===== config.mk =====
export PLATFORM = sky130hd
export DESIGN_NAME = regfile_wb_arbiter
export DESIGN_NICKNAME = d
export VERILOG_FILES = /design/src/rtl/regfile_wb_arbiter.sv
export SDC_FILE = /design/constraint.sdc
export NUM_CORES = 1
export LEC_CHECK = 0
export ABC_AREA = 1
export BUFFER_PORTS_ARGS = -buffer_cell sky130_fd_sc_hd__buf_4
export CORE_UTILIZATION = 50
export DETAILED_ROUTE_END_ITERATION = 12
export PLACE_DENSITY = 0.77
export SLEW_MARGIN = 30
export SYNTH_ARGS = -nofsm -noshare
export SYNTH_HDL_FRONTEND = slang
export SYNTH_SLANG_ARGS = --single-unit

===== constraint.sdc =====
create_clock -name clk -period 3.6 [get_ports clk]
set_clock_uncertainty 0.05 [all_clocks]
set_input_delay 0.9 -clock clk [delete_from_list [all_inputs] [get_ports clk]]
set_output_delay 0.9 -clock clk [all_outputs]
set_load 0.01 [all_outputs]

===== src/rtl/regfile_wb_arbiter.sv =====
`default_nettype none
// ============================================================================
// Module   : regfile_wb_arbiter
// Purpose  : Register-file write-port arbiter (pipeline writeback first,
//            buffered multi-cycle results second) with a pending-destination
//            scoreboard for decode hazard stalls.
// Revision : 1.0  initial release
// ============================================================================
module regfile_wb_arbiter #(
    parameter int DEPTH = 2
) (
    input  logic        clk,
    input  logic        rst,
    input  logic        wb_we,
    input  logic [4:0]  wb_w,
    input  logic [31:0] wb_data,
    input  logic        lu_valid,
    input  logic [4:0]  lu_w,
    input  logic [31:0] lu_data,
    output logic        lu_ready,
    input  logic        iss_long,
    input  logic [4:0]  iss_w,
    input  logic [4:0]  q_a,
    input  logic [4:0]  q_b,
    input  logic [4:0]  q_d,
    output logic        stall,
    output logic        rf_we,
    output logic [4:0]  rf_w,
    output logic [31:0] rf_data,
    output logic [30:0] pending
);

    localparam int c_AW = (DEPTH > 1) ? $clog2(DEPTH) : 1;
    localparam int c_CW = $clog2(DEPTH + 1);
    localparam logic [c_CW-1:0] c_FULL = c_CW'(DEPTH);

    logic [4:0]      r_mem_w    [DEPTH];
    logic [31:0]     r_mem_data [DEPTH];
    logic [c_AW-1:0] r_wr_ptr;
    logic [c_AW-1:0] r_rd_ptr;
    logic [c_CW-1:0] r_count;
    logic [30:0]     r_pending;

    logic        w_empty;
    logic        w_full;
    logic        w_wb_grant;
    logic        w_fifo_grant;
    logic        w_push;
    logic [30:0] w_set;
    logic [30:0] w_clr;
    logic [31:0] w_pend_ext;

    assign w_empty  = (r_count == '0);
    assign w_full   = (r_count == c_FULL);
    assign lu_ready = !w_full;

    // rf_we must drop while rst is asserted even though wb_* may still be active.
    assign w_wb_grant   = !rst && wb_we && (wb_w != 5'd0);
    assign w_fifo_grant = !rst && !w_wb_grant && !w_empty;

    // Results for r0 are handshaken but never stored.
    assign w_push = lu_valid && lu_ready && (lu_w != 5'd0);

    always_comb begin
        rf_we   = 1'b0;
        rf_w    = 5'd0;
        rf_data = 32'd0;
        if (w_wb_grant) begin
            rf_we   = 1'b1;
            rf_w    = wb_w;
            rf_data = wb_data;
        end else if (w_fifo_grant) begin
            rf_we   = 1'b1;
            rf_w    = r_mem_w[r_rd_ptr];
            rf_data = r_mem_data[r_rd_ptr];
        end
    end

    always_ff @(posedge clk) begin
        if (w_push) begin
            r_mem_w[r_wr_ptr]    <= lu_w;
            r_mem_data[r_wr_ptr] <= lu_data;
        end
    end

    always_ff @(posedge clk or posedge rst) begin
        if (rst) begin
            r_wr_ptr <= '0;
            r_rd_ptr <= '0;
            r_count  <= '0;
        end else begin
            if (w_push) begin
                r_wr_ptr <= r_wr_ptr + c_AW'(1);
            end
            if (w_fifo_grant) begin
                r_rd_ptr <= r_rd_ptr + c_AW'(1);
            end
            r_count <= r_count + c_CW'(w_push) - c_CW'(w_fifo_grant);
        end
    end

    always_comb begin
        w_set = '0;
        w_clr = '0;
        for (int i = 1; i < 32; i++) begin
            w_set[i-1] = iss_long && (iss_w == 5'(i));
            w_clr[i-1] = w_fifo_grant && (rf_w == 5'(i));
        end
    end

    // Set is applied after clear so a same-cycle set/clear leaves the bit high.
    always_ff @(posedge clk or posedge rst) begin
        if (rst) begin
            r_pending <= '0;
        end else begin
            r_pending <= (r_pending & ~w_clr) | w_set;
        end
    end

    assign pending    = r_pending;
    assign w_pend_ext = {r_pending, 1'b0};
    assign stall      = w_pend_ext[q_a] | w_pend_ext[q_b] | w_pend_ext[q_d];

endmodule
`default_nettype wire


Word-level counts from Yosys, hierarchy flattened
Memories as Yosys holds them, arrays and structs flattened.
Index checks and enable logic that the tools add are counted.

word-level totals
  output and inout bits = 71
  input port bits = 99
  register bits after elaboration = 35
  memories = 2
  RAM bits = 74

operators by class
  bitwise logic cells = 5
  mux-type cells = 14
  add/subtract/negate cells = 4
  reductions and logical operators = 75
  eq/ne operators = 63
  magnitude comparators = 3

memory list
  name        words  width  rd ports  clocked after Yosys merged registers in  wr ports  RTL line  source
  r_mem_data  2      32     1         0                                        1         38        logic [31:0] r_mem_data [DEPTH];
  r_mem_w     2      5      1         0                                        1         37        logic [4:0] r_mem_w [DEPTH];

operators by type and width
  operator             number
  $eq 5x5->1 const B   32
  $eq 5x4->1 const B   16
  $logic_and 1x1->1    68
  $mux 32              2
  $eq 5x3->1 const B   8
  $and 31x31->31       1
  $not 31->31          1
  $or 31x31->31        1
  $eq 5x2->1 const B   4
  $lt 5x6->1 const B   3
  $bmux 1 s5           3
  $eq 5x1->1 const B   2
  $mux 5               2
  $reduce_bool 5->1    2
  $mux 1               7
  $logic_not 1->1      4
  $add 1x1->1 const B  2
  $add 2x1->2          1
  $eq 2x2->1 const B   1
  $logic_not 2->1      1
  $or 1x1->1           2
  $sub 2x1->2          1

Logic depth before layout (Yosys ltp)
Gate-level depths: netlist of the first run.

  depth after elaboration = 13
  mapped depth = 11
  mapped depth without buffers = 10

Worst setup path after synthesis of the first run
Ideal clock, no wire load.

  kind = input to register
  from = input lu_w[3]
  to = memory r_mem_data[0][0], enable pin
  library setup time = 431 ps
  buffers on the path = 0
  stages on the path = 4
  arrival time = 2700 ps
  required time = 3119 ps
  setup slack = 419 ps
  cell sequence = nor3_1 -> nand2_1 -> nand3_1 -> nor2_1

on the way
  cells in the longest elaborated chain, start to end = 4

RTL lines
  element                       RTL line  source
  start, declared               18        input logic [4:0] lu_w,
  $reduce_bool 5->1             62        assign w_push = lu_valid && lu_ready && (lu_w != 5'd0);
  $logic_and 1x1->1             62
  $mux 1                        80        if (w_push) begin
  $mux 1 (implied by the code)  82        r_mem_data[r_wr_ptr] <= lu_data;
  end, declared                 38

Every way passes these cells.

Worst setup path after layout of the first run
  from = input wb_w[2]
  to = output rf_data[21]

on the way
  cells in the longest elaborated chain, start to end = 7

RTL lines
  element                         RTL line  source
  start, declared                 15        input logic [4:0] wb_w,
  $reduce_bool 5->1 *             58        assign w_wb_grant = !rst && wb_we && (wb_w != 5'd0);
  $logic_and 1x1->1 *             58
  $logic_not 1->1                 59        assign w_fifo_grant = !rst && !w_wb_grant && !w_empty;
  $logic_and 1x1->1 (2 in a row)  59
  $mux 32                         72        end else if (w_fifo_grant) begin
  $mux 32 *                       68        if (w_wb_grant) begin
  end, declared                   29        output logic [31:0] rf_data,

Mark *: on every way between the ends. The rest lies on a longest branch, timed or not.

==> metrics.md, run 1 <==
| Metric | Value |
|---|---|
| Max Root-Sink Buffers | `2` |
| Largest net degree at the start of global routing | `42` |
| Buffers on Ports | `169` |
| Vias in the first global route | `5270` |
| H-tree levels | `3` |
| Final min period | `3.31 ns` |
| Seq cells post-synth | `109` |
| Wirelength per Cell | `16.5 um` |
| Post-CTS Resized | `0` |
| Post-synth EDFFs | `74` |
| Yosys Warn Count | `0` |
| Layout Cells excl Fill | `1028` |
| Core area | `11600 um^2` |
| Met3 routed wirelength | `1140 um` |
| Final HPWL DP | `12500 um` |
| Post-Synth XOR/XNOR Area | `0.00585` |
| Seq/Total Area, Yosys | `0.517` |
| Critical path endpoint category | `output port` |
| R2r startpoint | `r_count[1]` |
| Worst hold slack | `0.457 ns` |
| Worst skew pair latency | `0.34 ns` |
| Synthesized area | `5990 um^2` |
| Fillers | `969` |
| Final Cell Area | `7640 um^2` |
| Failing checks | `DRC` |
| Critical path arrival | `2.36 ns` |
| Syn nets | `824` |
| Fin. Hold Viols | `0` |
| Critical path class | `primary input to output port` |
| DP Area | `7360 um^2` |
| Inst Count DP | `1012` |
| Hold path startpoint | `pending[1]` |
| Nets | `981` |
| Hold path depth | `2` |
| GRT Util Overall | `0.275` |
| Io pins | `170` |
| Path depth of the worst reg2reg path | `8` |
| Mapped Avg Cell Area | `8.29 um^2` |
| Starting Density | `0.518` |
| Status | `complete, but fails checks` |
| Vias per Instance | `5.45` |
| Worst-path clk slew | `0.07 ns` |
| Final Wtd Congestion | `0.922` |
| Number of diodes | `0` |
| CTS sink cnt | `109` |
| Area grow syn2layout | `27.6%` |
| Worst reg-to-reg setup slack | `1.46 ns` |
| Synth Area in Compound Gates | `0.0804` |
| Final period util | `0.918` |
| CTS Hold Bufs | `0` |
| Total Routed Length | `17000 um` |
| Netlist cell types | `32` |
| Critical Path Source Type | `primary input` |
| DIE AREA | `12400 um^2` |
| Initial drt markers | `550` |
| Overflow after GRT | `0` |
| Fmax | `302 MHz` |
| Drt drc | `8` |
| Final setup viols | `0` |
| Max Slew Vio Count | `0` |
| Adder-cell share of the synthesized area | `0.00418` |
| Peak supply drop | `502 uV` |
| CTS buffer count | `9` |
| Final TNS setup | `0 ns` |
| Initial antenna violation count | `0` |
| Top Metal Used | `met4` |
| Via count | `5602` |
| Top_reg_cell synth | `edfxtp_1` |
| Leakage power | `3.74 nW` |
| Chip height | `111 um` |
| Initial DRT Pass Iterations | `11` |
| Die width | `111 um` |
| Root Buffer | `clkbuf_16` |
| Row cnt | `39` |
| Commonest cells after routing, fill and taps aside | `273 x nand2_1, 174 x buf_4, 109 x nand3_1` |
| Crit path required time | `2.65 ns` |
| Cells after Synth | `723` |
| # Post-CTS Setup Buffers | `0` |
| Max-Cap Viols | `0` |
| Max stage delay on crit path | `0.30 ns` |
| Main combinational cell family by area after synthesis | `simple AND/OR/NAND/NOR gates` |
| CTS tree | `yes` |
| Worst Hold Endpoint | `pending[1]` |
| Mux contribution to synthesized area | `0.00230` |
| Slowest CP cell | `nand2_4` |
| Worst-margin pin slew | `0.647 ns` |
| DRT met1 WL | `7040 um` |
| R2r endpoint | `r_count[1]` |
| Most numerous cell on the critical path | `buf_4` |
| Synth Area in Simple Gates | `0.338` |
| Worst-path fanout max | `36` |
| Worst hold path class | `flip-flop to flip-flop` |
| Global-route wire length before repair | `26600 um` |
| Max_slew headroom | `0.568` |
| Commonest non-fill, non-tap cell in the layout | `nand2_1` |
| Post-route antenna net violation count | `0` |
| Met2 wire length | `8320 um` |
| Worst path cell trace | `buf_4, nor2_1, nand3_2, nand2_2, nand2_4, a21oi_1, a21o_1, buf_4` |
| Power per cell area | `681 nW/um^2` |
| Share of layout cells above drive strength 1 | `0.253` |
| Asr flop ratio synth | `0.321` |
| RSZ-0062 raised after global routing | `false` |
## power by group
part / total (mW) / internal [mW] / switching [mW]
combinational: 2.12 / 0.862 / 1.26
clock: 0.936 / 0.497 / 0.439
sequential: 2.15 / 1.75 / 0.403
total: 5.21 / 3.11 / 2.10
## worst max-delay path: cells and delay by family
family | cells | cell delay [ns]
simple gates | 4 | 0.80
buf+inv | 2 | 0.23
compound gates | 2 | 0.40
## cells by family after synthesis
logic type | Yosys count
mux | 1
fa+ha+maj | 2
xor+xnor | 4
buf+inv | 76
flops | 109
compound gates | 79
simple gates | 452
## registers in the layout (all words and copies together) (netlist names)
register    count
r_mem_data     64
pending        31
r_mem_w        10
r_count         2
r_rd_ptr        1
r_wr_ptr        1
## cell type report
cell class                      count  area, um^2  share of cell area
Tap cell                          143         179              0.0234
Timing Repair Buffer              174        1310               0.171
Sequential cell                   109        3100               0.405
Inverter                           48         183              0.0239
Clock inverter                      5        38.8             0.00507
Clock buffer                       11         243              0.0318
Multi-Input combinational cell    538        2600               0.340
## layer usage
| layer | global-route usage | vias to the layer above |
|---|---|---|
| met5 | 0 | - |
| li1 | - | 2702 |
| met4 | 0.103 | 0 |
| met1 | 0.361 | 2625 |
| met2 | 0.454 | 234 |
| met3 | 0.0539 | 41 |
## stage by stage
stage                     setup slack (ns)   util  total power, mW
after floorplan                      0.419      -             3.27
after global placement               0.393  0.636             4.22
after detailed placement             0.294  0.637             4.28
after CTS                            0.285  0.661             5.21
after global routing                 0.153  0.661             5.52
final                                0.294  0.661             5.21
## cell usage after synthesis (2+ instances only)
library cell	instances	area share
nand2_1	273	0.17
nand3_1	109	0.091
edfxtp_1	74	0.37
inv_1	41	0.026
nor2_1	37	0.023
dfrtp_1	35	0.15
a21o_1	32	0.040
a21oi_1	32	0.027
clkbuf_1	11	0.0069
buf_2	9	0.0075
o21ai_0	9	0.0075
nand2_2	7	0.0073
nand3b_1	7	0.0088
nor2_4	7	0.013
buf_1	5	0.0031
inv_2	5	0.0031
nand2_4	4	0.0075
o21ai_1	4	0.0033
nor2_8	3	0.010
or2_2	3	0.0031
buf_4	2	0.0025
ha_1	2	0.0042
xnor2_1	2	0.0029
xor2_1	2	0.0029
## how the worst max path moves through the flow
stage,depth (start not counted),end,slack [ns],startpoint
after floorplan,4,r_mem_data[0][0],0.42,lu_w[3]
after global placement,8,rf_data[29],0.39,wb_w[0]
after detailed placement,8,rf_data[21],0.29,wb_w[2]
after CTS,8,rf_data[21],0.28,wb_w[2]
after global routing,8,rf_data[21],0.15,wb_w[2]
final,8,rf_data[21],0.29,wb_w[2]
No activity file was read; power rests on OpenSTA's default activity.
==> inputs of run 2 (changes only) <==
--- a/config.mk
+++ b/config.mk
@@ -8,8 +8,10 @@
 export ABC_AREA = 1
 export BUFFER_PORTS_ARGS = -buffer_cell sky130_fd_sc_hd__buf_4
 export CORE_UTILIZATION = 50
+export CTS_CLUSTER_SIZE = 24
 export DETAILED_ROUTE_END_ITERATION = 12
 export PLACE_DENSITY = 0.77
+export SETUP_SLACK_MARGIN = 0.5
 export SLEW_MARGIN = 30
 export SYNTH_ARGS = -nofsm -noshare
 export SYNTH_HDL_FRONTEND = slang
==> run 2 against run 1 <==
Effect of this change: the run still ends with DRC left; clock power grew 9%; flip-flop and latch count unchanged; cell count is 0.29% higher; sequential share of layout area shrank 0.48 points; critical endpoint is now rf_data[23]; largest power group is now combinational cells.
==> metrics.md, run 2 (synthesis results as in run 1) <==
| Metric | Value |
|---|---|
| H-tree levels | `3 (unchanged)` |
| Share of layout cells above drive strength 1 | `0.265 (+0.0115)` |
| Starting Density | `0.518 (unchanged)` |
| Fin. Hold Viols | `0 (unchanged)` |
| Max stage delay on crit path | `0.21 ns (-0.09 ns)` |
| Most flop-heavy register | `r_mem_data` |
| Area grow syn2layout | `29.1%` |
| Internal power | `3.17 mW (+2.2%)` |
| Via count | `5648 (+0.82%)` |
| Most crowded layer after global routing | `met2` |
| GRT Util Overall | `0.276 (+0.000770)` |
| Leakage power | `3.75 nW (+0.35%)` |
| Row cnt | `39 (unchanged)` |
| Wirelength per Cell | `16.2 um (-1.6%)` |
| Layout Cells excl Fill | `1031 (+0.29%)` |
| Worst-path clk slew | `0.07 ns (about the same)` |
| GR Layer Usage met1 | `0.334 (-0.0270)` |
| Worst skew pair latency | `0.35 ns (about the same)` |
| Worst hold path class | `flip-flop to flip-flop` |
| Max_slew headroom | `0.536 (-0.0314)` |
| CTS Hold Bufs | `0 (unchanged)` |
| Final Wtd Congestion | `1.04 (+13%)` |
| Critical path endpoint category | `output port` |
| RSZ-0062 raised after global routing | `true` |
| Final setup viols | `0 (unchanged)` |
| Root Buffer | `clkbuf_16` |
| Initial drt markers | `641 (+17%)` |
| Comb power frac | `0.404 (-0.003)` |
| Met2 Use GR | `0.482 (+0.0279)` |
| Top Family by Delay on Critical Path | `simple AND/OR/NAND/NOR gates` |
| Die width | `111 um (unchanged)` |
| Switching pwr | `2.11 mW (+0.60%)` |
| Reg power frac | `0.404 (-0.009)` |
| Number of diodes | `0 (unchanged)` |
| DIE AREA | `12400 um^2 (unchanged)` |
| Fmax | `324 MHz (+7.2%)` |
| Commonest cells after routing, fill and taps aside | `273 x nand2_1, 174 x buf_4, 109 x nand3_1` |
| Critical path class | `primary input to output port` |
| CTS sink cnt | `109 (unchanged)` |
| Crit path required time | `2.65 ns (about the same)` |
| Max-Cap Viols | `0 (unchanged)` |
| Core area | `11600 um^2 (unchanged)` |
| Critical path arrival | `2.14 ns (-0.22 ns)` |
| CTS buffer count | `9 (unchanged)` |
| Vias in the first global route | `5495 (+4.3%)` |
| Commonest non-fill, non-tap cell in the layout | `nand2_1` |
| Peak supply drop | `412 uV (-18%)` |
| Power per cell area | `684 nW/um^2 (+0.35%)` |
| Io pins | `170 (unchanged)` |
| Final HPWL DP | `11900 um (-4.8%)` |
| Overflow after GRT | `0 (unchanged)` |
| Worst reg-to-reg setup slack | `1.57 ns (+0.11 ns)` |
| Final TNS setup | `0 ns (unchanged)` |
| Max reg flops | `64 (unchanged)` |
| Status | `complete, but fails checks` |
| Initial antenna violation count | `0 (unchanged)` |
| Critical Path Source Type | `primary input` |
| Max Root-Sink Buffers | `2 (unchanged)` |
| Largest net degree at the start of global routing | `42 (unchanged)` |
| Fillers | `908 (-6.3%)` |
| Drt drc | `6 (-2)` |
| Vias per Instance | `5.48 (+0.53%)` |
| Max Slew Vio Count | `0 (unchanged)` |
| Chip height | `111 um (unchanged)` |
| Nets | `984 (+0.31%)` |
| Post-route antenna net violation count | `0 (unchanged)` |
| Most numerous cell on the critical path | `buf_4` |
| Buffers plus inverters on the worst setup path | `2 (unchanged)` |
| CTS tree | `yes` |
| Worst-path fanout max | `36 (unchanged)` |
| Inst Count DP | `1011 (-0.099%)` |
| Failing checks | `DRC` |
| Global-route wire length before repair | `26900 um (+0.91%)` |
| GRT met3 Usage | `0.0566 (+0.00272)` |
| Worst-margin pin slew | `0.695 ns (+0.0471 ns)` |
| Total Routed Length | `16700 um (-1.3%)` |
| Clk pwr share | `0.192 (+0.012)` |
| Slowest CP cell | `a21oi_1` |
| Initial DRT Pass Iterations | `9 (-2)` |
| Buffers on Ports | `169 (unchanged)` |
| Worst path cell trace | `buf_4, nor2_1, nand3_2, nand2_4, nand2_8, a21oi_1, a21o_1, buf_4` |
| Final period util | `0.857 (-0.0614)` |
| Sw frac | `0.400 (-0.00377)` |
| Final min period | `3.09 ns (-0.221 ns)` |
-- run 2: routing by layer --
| metal | part of all wire | wire length [um] | up-vias |
|---|---|---|---|
| li1 | - | - | 2712 |
| met5 | 0 | 0 | - |
| met1 | 0.38 | 6420 | 2601 |
| met4 | 0.027 | 459 | 0 |
| met2 | 0.50 | 8440 | 289 |
| met3 | 0.084 | 1410 | 46 |
-- run 2: area by class of cell --
class | instances | area, um^2 | area share
clock inverter | 6 | 73.8 | 0.00954
clock buffer | 10 | 239 | 0.0309
multi-input combinational | 538 | 2620 | 0.338
sequential | 109 | 3100 | 0.401
timing repair buffer | 175 | 1320 | 0.170
timing repair inverter | 2 | 15.0 | 0.00194
inverter | 48 | 195 | 0.0252
tap | 143 | 179 | 0.0231
-- run 2: path summary, 6_finish.rpt --
kind                       startpoint          end  depth (start not counted)
hold / removal             pending[5]   pending[5]                          2
setup / recovery              wb_w[2]  rf_data[23]                          8
min in group asynchronous         rst   pending[4]                          3
max in group asynchronous         rst  pending[15]                          3
setup reg to reg             r_rd_ptr  pending[14]                          8
hold reg to reg            pending[5]   pending[5]                          2
-- run 2: worst min-delay path, delay by kind of cell, from the launching register on --
kind / cells / cell delay (ns)
and+or+nand+nor: 2 / 0.10
DFF: 1 / 0.37
-- run 2: through the flow --
step	total power [mW]	instance area (um^2)	utilization	worst slack, ns	hold slack [ns]
detailed placement	4.26	7360	0.636	0.288	0.440
floorplan	3.27	5990	-	0.419	0.471
CTS	5.29	7700	0.666	0.510	0.457
finish	5.29	7730	0.669	0.515	0.450
global route	5.61	7730	0.669	0.424	0.473
global placement	4.20	7350	0.636	0.344	0.451
-- run 2: power groups by stage --
stage	clock [mW]	sequential (mW)	combinational [mW]
3_3_place_gp	0	2.13	2.07
3_5_place_dp	0	2.14	2.12
5_1_grt	1.08	2.17	2.36
4_1_cts	1.03	2.12	2.14
2_1_floorplan	0	2.07	1.21
6_report	1.02	2.13	2.14
-- run 2: what timing repair did --
item	in CTS	in global routing
buffers inserted	2	0
endpoints found under the setup margin	37	36
gates resized for setup	5	7
gates cloned	0	2
pin swaps	2	0
==> inputs of run 3 (changes only) <==
--- a/config.mk
+++ b/config.mk
@@ -7,10 +7,9 @@
 export LEC_CHECK = 0
 export ABC_AREA = 1
 export BUFFER_PORTS_ARGS = -buffer_cell sky130_fd_sc_hd__buf_4
-export CORE_UTILIZATION = 50
+export CORE_UTILIZATION = 32
 export CTS_CLUSTER_SIZE = 24
 export DETAILED_ROUTE_END_ITERATION = 12
-export PLACE_DENSITY = 0.77
 export SETUP_SLACK_MARGIN = 0.5
 export SLEW_MARGIN = 30
 export SYNTH_ARGS = -nofsm -noshare
==> run 3 against run 2 <==
Effect of this change: the run still ends with DRC left; critical path depth unchanged; hold slack better by 0.039 ns; via count down 1.9%; cell count up 8.7%; flip-flop and latch count unchanged; non-clock buffer count up 3; sequential power about the same; core utilization down 23 points.
==> metrics.md, run 3 (synthesis results as in run 1) <==
| Metric | Value |
|---|---|
| CTS buffer count | `9 (unchanged)` |
| Root Buffer | `clkbuf_16` |
| H-tree levels | `3 (unchanged)` |
| Core area | `18100 um^2 (+57%)` |
| Total Routed Length | `18200 um (+8.8%)` |
| Max_slew headroom | `0.601 (+0.0648)` |
| Worst-path clk slew | `0.07 ns (about the same)` |
| Hold path depth | `2 (unchanged)` |
| Area of the multi-input gates | `2660 um^2 (+1.5%)` |
| Path depth of the worst reg2reg path | `8 (unchanged)` |
| Sequential Area | `3100 um^2 (unchanged)` |
| Commonest non-fill, non-tap cell in the layout | `nand2_1` |
| Starting Density | `0.330 (-0.188)` |
| DIE AREA | `19300 um^2 (+55%)` |
| Final Wtd Congestion | `0.943 (-9.5%)` |
| Wirelength per Cell | `16.2 um (+0.11%)` |
| R2r startpoint | `r_rd_ptr` |
| Final min period | `3.06 ns (-0.0278 ns)` |
| Worst-path fanout max | `36 (unchanged)` |
| Buffers on Ports | `169 (unchanged)` |
| Io pins | `170 (unchanged)` |
| Worst hold path class | `flip-flop to flip-flop` |
| Final worst setup slack | `0.543 ns (+0.0278 ns)` |
| Largest net degree at the start of global routing | `42 (unchanged)` |
| Status | `complete, but fails checks` |
| Worst hold slack | `0.488 ns (+0.0387 ns)` |
| Pre-CTS setup slack | `0.395 ns (+0.107 ns)` |
| Max Root-Sink Buffers | `2 (unchanged)` |
| Drt drc | `7 (+1)` |
| Final HPWL DP | `13000 um (+9.1%)` |
| Share of layout cells above drive strength 1 | `0.277 (+0.0123)` |
| Initial DRT Pass Iterations | `10 (+1)` |
| Fin util | `0.436 (-0.233)` |
| Critical Path Source Type | `primary input` |
| Initial antenna violation count | `0 (unchanged)` |
| Fmax | `327 MHz (+0.91%)` |
| RSZ-0062 raised after global routing | `true` |
| GRT Util Overall | `0.191 (-0.0850)` |
| CTS Hold Bufs | `0 (unchanged)` |
| Global-route wire length before repair | `28800 um (+7.0%)` |
| Max-Cap Viols | `0 (unchanged)` |
| Row cnt | `49 (+26%)` |
| Peak supply drop | `331 uV (-20%)` |
| CTS tree | `yes` |
| Worst-margin pin slew | `0.597 ns (-0.0972 ns)` |
| Fin. Hold Viols | `0 (unchanged)` |
| Final period util | `0.849 (-0.00772)` |
| Critical path endpoint category | `output port` |
| Total Power | `5.29 mW (about the same)` |
| Worst skew pair latency | `0.34 ns (about the same)` |
| Post-route antenna net violation count | `0 (unchanged)` |
| Overflow after GRT | `0 (unchanged)` |
| Beginning of the critical path | `wb_w[2]` |
| Max reg flops | `64 (unchanged)` |
| Area grow syn2layout | `32.0%` |
| Final TNS setup | `0 ns (unchanged)` |
| Vias in the first global route | `5208 (-5.2%)` |
| CTS sink cnt | `109 (unchanged)` |
| Final setup viols | `0 (unchanged)` |
| Power per cell area | `669 nW/um^2 (-2.1%)` |
| Max Slew Vio Count | `0 (unchanged)` |
| Hold path startpoint | `pending[6]` |
| Commonest cells after routing, fill and taps aside | `273 x nand2_1, 176 x buf_4, 109 x nand3_1` |
| Via count | `5538 (-1.9%)` |
| Vias per Instance | `4.94 (-9.8%)` |
| Nets | `988 (+0.41%)` |
| Critical path class | `primary input to output port` |
| Failing checks | `DRC` |
| Critical path arrival | `2.11 ns (-0.03 ns)` |
| Initial drt markers | `353 (-45%)` |
| Fillers | `1807 (+99%)` |
| Crit path required time | `2.65 ns (about the same)` |
| Leakage power | `3.77 nW (+0.42%)` |
| Chip height | `139 um (+25%)` |
| Die width | `139 um (+25%)` |
| Most flop-heavy register | `r_mem_data` |
| Number of diodes | `0 (unchanged)` |
-- run 3: cell count changes in the layout (fill, tap and decap cells not counted), moves of 2 or more --
| cell | delta |
|---|---|
| a21oi_1 | -10 |
| inv_8 | +2 |
| buf_4 | +2 |
| inv_6 | +3 |
| a21oi_2 | +10 |
-- run 3: critical path, stage by stage --
cell and delay [ns]:
buf_4 0.13, nor2_1 0.12, nand3_2 0.15, nand2_4 0.15, nand2_8 0.19, a21oi_1 0.22, a21o_1 0.11, buf_4 0.11
-- run 3: final timing paths --
path | endpoint | slack [ns]
min | pending[6] | 0.49
min in group asynchronous | pending[30] | 0.67
max | rf_data[31] | 0.54
max in group asynchronous | pending[26] | 2.51
max reg2reg | pending[6] | 1.59
min reg2reg | pending[6] | 0.49
-- run 3: layer usage --
metal	wire, um	global-route usage	vias to the layer above
met4	266	0.0515	0
met2	8880	0.318	189
met5	0	0	-
met3	1250	0.0449	13
met1	7810	0.248	2617
li1	-	-	2719
-- run 3: final cells by class --
cell class	instances	share of cell area
clock buffer	9	0.0285
clock inverter	7	0.00728
inverter	48	0.0260
multi-input combinational	538	0.336
sequential	109	0.392
tap	229	0.0362
timing repair buffer	178	0.171
timing repair inverter	3	0.00301
-- run 3: power by group --
part           internal [mW]  total (mW)  switching (mW)
combinational          0.878        2.18            1.30
sequential              1.75        2.16           0.411
clock                  0.482       0.948           0.465
-- run 3: repair_timing --
item	in CTS	in global routing
endpoints found under the setup margin	12	37
gates cloned	1	2
gates resized for setup	6	23
buffers inserted	0	2
pin swaps	0	3
-- run 3: per-stage QoR --
step	cell area (um^2)	cells
CTS	7790	1117
global placement	7480	1100
finish	7910	1121
global route	7910	1121
floorplan	5990	723
detailed placement	7480	1100
